[config.mk]
export PLATFORM = sky130hd
export DESIGN_NAME = lsu_ctrl
export DESIGN_NICKNAME = d
export VERILOG_FILES = /design/src/rtl/lsu_ctrl.sv
export SDC_FILE = /design/constraint.sdc
export NUM_CORES = 1
export LEC_CHECK = 0
export CAP_MARGIN = 15
export CORE_UTILIZATION = 30
export CTS_BUF_LIST = sky130_fd_sc_hd__clkbuf_16
export DETAILED_ROUTE_END_ITERATION = 12
export HOLD_SLACK_MARGIN = 0.1
export SYNTH_ARGS = -nofsm -noshare
export SYNTH_HDL_FRONTEND = slang
export SYNTH_SLANG_ARGS = --single-unit
[constraint.sdc]
create_clock -name clk -period 4.5 [get_ports clk]
set_input_delay 0.45 -clock clk [delete_from_list [all_inputs] [get_ports clk]]
set_output_delay 0.45 -clock clk [all_outputs]
set_load 0.005 [all_outputs]
[src/rtl/lsu_ctrl.sv]
// Load/store unit controller: issues one data-bus access per memory instruction,
// holds the pipeline while it is outstanding, and formats store and load data.
module lsu_ctrl #(
    parameter int unsigned TIMEOUT_CYC = 255
) (
    input  logic        clk,
    input  logic        rst_n,
    input  logic [31:0] ex_mem_alu_res,
    input  logic [31:0] ex_mem_reg2_rdata,
    input  logic [2:0]  ex_mem_mem_access_type,
    input  logic        ex_mem_mem_sign_ext,
    input  logic        ex_mem_reg_wen,
    input  logic [4:0]  ex_mem_reg_waddr,
    output logic        lsu_stall,
    output logic        lsu_wb_wen,
    output logic [4:0]  lsu_wb_waddr,
    output logic [31:0] lsu_wb_data,
    output logic        lsu_misalign,
    output logic        lsu_bus_err,
    output logic        dbus_req,
    output logic        dbus_we,
    output logic [31:0] dbus_addr,
    output logic [31:0] dbus_wdata,
    output logic [3:0]  dbus_wstrb,
    input  logic        dbus_gnt,
    input  logic        dbus_rvalid,
    input  logic [31:0] dbus_rdata
);
    localparam logic [2:0] AT_LB = 3'd1, AT_LH = 3'd2, AT_LW = 3'd3;
    localparam logic [2:0] AT_SB = 3'd4, AT_SH = 3'd5, AT_SW = 3'd6;

    localparam logic [1:0] S_IDLE = 2'd0, S_REQ = 2'd1, S_WAIT = 2'd2, S_DONE = 2'd3;

    localparam int unsigned   CW       = $clog2(TIMEOUT_CYC + 1);
    localparam logic [CW-1:0] CNT_LAST = CW'(TIMEOUT_CYC - 1);

    logic [1:0]    state;
    logic [CW-1:0] cnt;
    logic [31:0]   addr_q, wdata_q, result_q;
    logic [2:0]    type_q;
    logic [3:0]    wstrb_q;
    logic [4:0]    waddr_q;
    logic          sext_q, wen_q, we_q, err_q;

    logic          is_load, is_store, sz_half, sz_word, misal, start;
    logic [31:0]   fmt_wdata, shifted, ld_val;
    logic [3:0]    fmt_wstrb;

    always_comb begin
        is_load  = 1'b0;
        is_store = 1'b0;
        sz_half  = 1'b0;
        sz_word  = 1'b0;
        case (ex_mem_mem_access_type)
            AT_LB: is_load = 1'b1;
            AT_LH: begin is_load = 1'b1; sz_half = 1'b1; end
            AT_LW: begin is_load = 1'b1; sz_word = 1'b1; end
            AT_SB: is_store = 1'b1;
            AT_SH: begin is_store = 1'b1; sz_half = 1'b1; end
            AT_SW: begin is_store = 1'b1; sz_word = 1'b1; end
            default: ;
        endcase
        misal = (sz_half & ex_mem_alu_res[0]) | (sz_word & (ex_mem_alu_res[1:0] != 2'b00));
        start = rst_n && (state == S_IDLE) && (is_load || is_store) && !misal;
    end

    always_comb begin
        fmt_wdata = ex_mem_reg2_rdata;
        fmt_wstrb = 4'b1111;
        if (sz_half) begin
            fmt_wdata = {2{ex_mem_reg2_rdata[15:0]}};
            fmt_wstrb = 4'b0011 << ex_mem_alu_res[1:0];
        end else if (!sz_word) begin
            fmt_wdata = {4{ex_mem_reg2_rdata[7:0]}};
            fmt_wstrb = 4'b0001 << ex_mem_alu_res[1:0];
        end
    end

    assign shifted = dbus_rdata >> {addr_q[1:0], 3'b000};

    always_comb begin
        case (type_q)
            AT_LB:   ld_val = {{24{sext_q & shifted[7]}}, shifted[7:0]};
            AT_LH:   ld_val = {{16{sext_q & shifted[15]}}, shifted[15:0]};
            default: ld_val = shifted;
        endcase
    end

    // Timeout wins over a same-cycle gnt/rvalid so an access never exceeds TIMEOUT_CYC bus cycles.
    always_ff @(posedge clk or negedge rst_n) begin
        if (!rst_n) begin
            state    <= S_IDLE;
            cnt      <= '0;
            addr_q   <= '0;
            wdata_q  <= '0;
            result_q <= '0;
            type_q   <= '0;
            wstrb_q  <= '0;
            waddr_q  <= '0;
            sext_q   <= 1'b0;
            wen_q    <= 1'b0;
            we_q     <= 1'b0;
            err_q    <= 1'b0;
        end else begin
            case (state)
                S_IDLE: if (start) begin
                    state   <= S_REQ;
                    cnt     <= '0;
                    err_q   <= 1'b0;
                    addr_q  <= ex_mem_alu_res;
                    type_q  <= ex_mem_mem_access_type;
                    sext_q  <= ex_mem_mem_sign_ext;
                    wen_q   <= ex_mem_reg_wen;
                    waddr_q <= ex_mem_reg_waddr;
                    we_q    <= is_store;
                    wdata_q <= fmt_wdata;
                    wstrb_q <= is_store ? fmt_wstrb : 4'b0000;
                end
                S_REQ: begin
                    cnt <= cnt + CW'(1);
                    if (cnt == CNT_LAST) begin
                        state <= S_DONE;
                        err_q <= 1'b1;
                    end else if (dbus_gnt) begin
                        state <= we_q ? S_DONE : S_WAIT;
                    end
                end
                S_WAIT: begin
                    cnt <= cnt + CW'(1);
                    if (cnt == CNT_LAST) begin
                        state <= S_DONE;
                        err_q <= 1'b1;
                    end else if (dbus_rvalid) begin
                        state    <= S_DONE;
                        result_q <= ld_val;
                    end
                end
                S_DONE: state <= S_IDLE;
            endcase
        end
    end

    assign dbus_req    = (state == S_REQ);
    assign dbus_we     = we_q;
    assign dbus_addr   = addr_q;
    assign dbus_wdata  = wdata_q;
    assign dbus_wstrb  = wstrb_q;
    assign lsu_bus_err = (state == S_DONE) & err_q;

    // IDLE decisions are gated by rst_n so outputs stay quiet while reset is held.
    always_comb begin
        lsu_stall    = 1'b0;
        lsu_misalign = 1'b0;
        lsu_wb_wen   = 1'b0;
        lsu_wb_waddr = ex_mem_reg_waddr;
        lsu_wb_data  = ex_mem_alu_res;
        case (state)
            S_IDLE: if (rst_n) begin
                if (!(is_load || is_store)) lsu_wb_wen = ex_mem_reg_wen;
                else if (misal)             lsu_misalign = 1'b1;
                else                        lsu_stall = 1'b1;
            end
            S_REQ, S_WAIT: lsu_stall = 1'b1;
            S_DONE: begin
                lsu_wb_waddr = waddr_q;
                lsu_wb_data  = result_q;
                lsu_wb_wen   = wen_q & ~we_q & ~err_q;
            end
        endcase
    end
endmodule

# == Word-level counts from Yosys, hierarchy flattened ==
# Cells that the tools add are included.
# classes
addsub,1
eq_ne,16
n_shift,3
mux,35
bitwise,11
n_reduce_logical,18
# ops
cell,count
32-bit two-way mux,3
32-bit case mux with 2 select lines,1
32-bit by 5-bit >> shifter with 32-bit output,1
1-bit two-way mux,16
8-bit case mux with 2 select lines,1
4-bit two-way mux,3
2-bit two-way mux,5
"3-bit by 2-bit equality test with 1-bit output, second input constant",3
"3-bit equality test, second input constant",3
3-bit AND reduction,3
"8-bit by 1-bit adder with 8-bit output, second input constant",1
"8-bit equality test, second input constant",1
8-bit two-way mux,1
2-bit case mux with 4 select lines,1
1-bit AND,7
"3-bit by 1-bit equality test with 1-bit output, second input constant",2
1-bit case mux with 2 select lines,3
2-bit OR reduction,3
3-bit OR reduction,2
5-bit two-way mux,1
"2-bit equality test, second input constant",2
2-bit AND reduction,2
2-bit nonzero test,2
"1-bit by 2-bit left shift with 4-bit output, first input constant",1
other kinds (12),16
# word_totals
ff_bits,122
in_bits,110
out_inout_bits,111
word_cells,96

# == Depth between registers and ports, before layout ==
# depth
word_depth,9
mapped_depth,9
mapped_depth_nobuf,7

# == Worst setup path before layout ==
# Ideal clock, no wire load.
# synth_path
path_kind,register -> output
startpoint,register state[0]
endpoint,output lsu_stall
t_arrival_ns,1.841
required_ns,4.050
path_slack_ns,2.209
path_stages_with_launch,9
path_cell_list,dfrtp_1 > inv_1 > ha_1 > nand2_1 > a221o_1 > nor2_1 > clkbuf_1 > nor2_1 > nor2_1
# synth_between
elab_chain_len,3
elab_cells_between_ends,5
cone_classes,2 x eq/ne; 1 x mux; 2 x reduce/logical
# synth_lines
item,line,text
from (decl),37,logic [1:0] state;
from (signal assigned),125,state <= we_q ? S_DONE : S_WAIT;
2-bit by 1-bit equality test with 1-bit output / 2-bit equality test (equally long branches),157,case (state)
2-bit OR reduction (no source line),n/a,
1-bit case mux with 2 select lines *,157,
to (decl),14,"output logic lsu_stall,"
# Mark *: on every way between the ends. The rest lies on a longest branch, timed or not.

# == Worst setup path after layout ==
# layout_path
startpoint,input rst_n
endpoint,output lsu_stall
# layout_between
elab_chain_len,2
# layout_lines
item,line,text
from (decl),7,"input logic rst_n,"
1-bit two-way mux,158,S_IDLE: if (rst_n) begin
1-bit case mux with 2 select lines,157,
# No other way between the ends.

==> reports/results.tsv <==
metric	value	unit
cts_tree	built	
power	6.371	mW
gp_congestion	0.8051	
hpwl	14630	um
power_density	646.5	nW/um^2
dieArea	23150	sq um
cp_max_fo	56	
start_util	30.80	%
drc	26	
grt_pass1_vias	6005	
peakVddDrop	0.0002518	V
rows	54	
synthArstFlopShare	100.0	%
ys_ff_latch	122	
root_buffer	clkbuf_16	
postRouteAntennaNets	0	
slowest_delay	0.54	ns
num_vias	6075	
clk_latency	0.42	ns
sw_frac_of_total	34.48	%
core_area	21960	sq um
synth_top_area_cell	dfrtp_1	
nFillCells	2155	
port_buffers	220	
routedWlPerCell	16.71	um
final.setup.worst_slack	1.150	ns
rrSetupSlack	1.88	ns
setup.worst_path.class	in2out	
setup_viol	0	
ys_warn_count	0	
grt_max_degree	69	
synth_ff_type	dfrtp_1	
use_met1	24.82	%
syn_avg_cell_area	8.898	sq um
syn_nets	881	
outcome	complete, but fails checks	
worstPathArrival	2.90	ns
rsz0062_at_grt	false	
final-max-slew-violation-count	0	
cpMostUsedCell	nor2_1	
period_share	74.45	%
htree_levels	4	
cp-end-kind	output pin	
synth_top_cells_by_area	dfrtp_1 (45%), nand2_1 (12%), mux2_2 (7.5%)	
pwr-share-seq	31.2	%
clock-sinks	122	
max-clock-path-buffers	2	
ys_seq_area_share	45.14	%
synthTopCellsByCount	nand2_1 (219), dfrtp_1 (122), a21oi_1 (52), nor2_1 (46)	
cts-buffers-inserted	17	
die_w	152.1	um
ios	221	
worstPathCellList	dlygate4sd3_1 -> buf_6 -> nand2_1 -> a221o_1 -> nor2_4 -> nor2_1 -> nor2_1 -> clkdlybuf4s50_1	
top_usage_layer	met2	
post_cts_buffers	0	
gr-usage-met3	3.726	%
yosys.area.top_type_share	45.14	%
internal-power	4.175	mW
place_ws	1.191	ns
power_frac_clock	23.8	%
fin_setup_tns	0	ns
clk_pin_slew_worst_paths	0.06	ns
post-route-min-period	3.350	ns
p_leak	4.335	nW
routed_wl	21010	um
required	4.05	ns
hold_viol_final	0	
p_sw	2.197	mW
via_per_inst	4.833	
chipHeight	152.1	um
slew_headroom	28.50	%
drt_iter0_markers	280	
synth-edff-count	0	
antenna_found_initial	2	
netlist_instances	760	
failed_checks	DRC	
yosysMostFrequentCell	nand2_1	
nets	1083	
ctsResizeCount	0	
fmax	298.5	MHz
clock_skew	0.008833	ns
gr-total-overflow	0	
grt_usage	18.49	%
dr.pass1.iters	9	
maxCapViolCount	0	
hold_class	reg2reg	
layout-drive-gt1-share	11.18	%
grt_pass1_wl	33830	um
combPwrFrac	44.9	%
area_growth	45.72	%
use_met2	29.27	%
synth_cell_types	48	
slowest_stage	dlygate4sd3_1	
worstMarginPinSlew	1.064	ns
synth_area	6763	sq um
critPathLaunchType	input port	
## power by group through the flow
| stage | Combinational (mW) | Clock [mW] | Sequential, mW |
|---|---|---|---|
| 3_5_place_dp | 2.87 | 0 | 2.00 |
| 2_1_floorplan | 1.51 | 0 | 1.91 |
| 6_report | 2.86 | 1.52 | 1.99 |
| 3_3_place_gp | 2.85 | 0 | 2.00 |
| 5_1_grt | 3.16 | 1.60 | 2.07 |
| 4_1_cts | 2.89 | 1.55 | 2.00 |
## cells by family (layout without fill, tap and decap cells)
family / Yosys count / count (layout) / synth area share [%]
AO/OA/AOI/OAI: 148 / 148 / 14.38
adder cells (fa/ha/maj): 11 / 11 / 2.035
XOR/XNOR: 3 / 3 / 0.4996
AND/OR/NAND/NOR: 339 / 339 / 21.57
multiplexers: 77 / 77 / 12.41
buffers and inverters: 60 / 275 / 3.959
flip-flops: 122 / 122 / 45.14
other: 0 / 2 / 0
## timing repair
action | in CTS | in global routing
hold endpoints to repair | 54 | 0
hold buffers | 1 | 0
setup endpoints to repair | 0 | 0
## worst max-delay path: cells and delay by family
kind / cells / cell delay [ns]
compound gates: 1 / 0.39
buf+inv: 3 / 1.47
simple gates: 4 / 0.52
## flip-flops by register name (all words and copies together) (netlist names)
signal      flops
wen_q           1
cnt             8
type_q          3
dbus_wdata     32
result_q       32
state           2
dbus_addr      32
dbus_wstrb      4
dbus_we         1
err_q           1
sext_q          1
waddr_q         5
## per-layer routing
metal | wire (um) | vias to the layer above
met3 | 952 | 18
li1 | - | 2992
met5 | 0 | -
met2 | 9886 | 145
met4 | 338 | 0
met1 | 9831 | 2920
## cells in the final DEF, fill, tap and decap left out, types with 6 or more instances in the layout
master	n
mux2i_1	31
clkdlybuf4s50_1	219
nand2b_1	7
dfrtp_1	122
nand3_1	14
mux2_2	45
a21oi_4	10
clkbuf_16	17
nor3_1	10
ha_1	10
buf_4	13
a211oi_1	21
nand2_1	219
inv_1	9
nor2_1	45
nor2b_1	19
a21oi_1	52
o21ai_0	45
and3_1	6
## final cells by class
class                   instances  area [sq um]  area share, %
diodes                          2         5.005        0.05079
clock buffers                  17         425.4          4.317
clock inverters                15         221.5          2.247
inverters                       9         33.78         0.3428
multi-input cells             578          3455          35.06
flip-flops and latches        122          3053          30.98
well taps                     280         350.3          3.555
repair buffers                234          2311          23.45
## path summary, 6_finish.rpt
| path | start | end | cells after the start |
|---|---|---|---|
| setup reg to reg | state[1]$_DFFE_PN0P_ | cnt[3]$_DFFE_PN0P_ | 7 |
| hold / removal | dbus_addr[8]$_DFFE_PN0P_ | dbus_addr[8]$_DFFE_PN0P_ | 2 |
| max in group asynchronous | rst_n | result_q[21]$_DFFE_PN0P_ | 3 |
| hold reg to reg | dbus_addr[8]$_DFFE_PN0P_ | dbus_addr[8]$_DFFE_PN0P_ | 2 |
| setup / recovery | rst_n | lsu_stall | 8 |
| min in group asynchronous | rst_n | dbus_addr[10]$_DFFE_PN0P_ | 2 |
## stage by stage
stage	area, sq um	instances	hold WS [ns]	util [%]
6_report	9854	1257	0.4740	44.88
5_1_grt	9854	1257	0.5056	44.88
4_1_cts	9849	1255	0.4784	44.85
3_5_place_dp	9193	1222	0.4437	41.86
3_3_place_gp	9193	1222	0.4408	41.86
2_1_floorplan	6763	760	0.1544	-
Note: power is estimated with default switching activity, not from simulation.
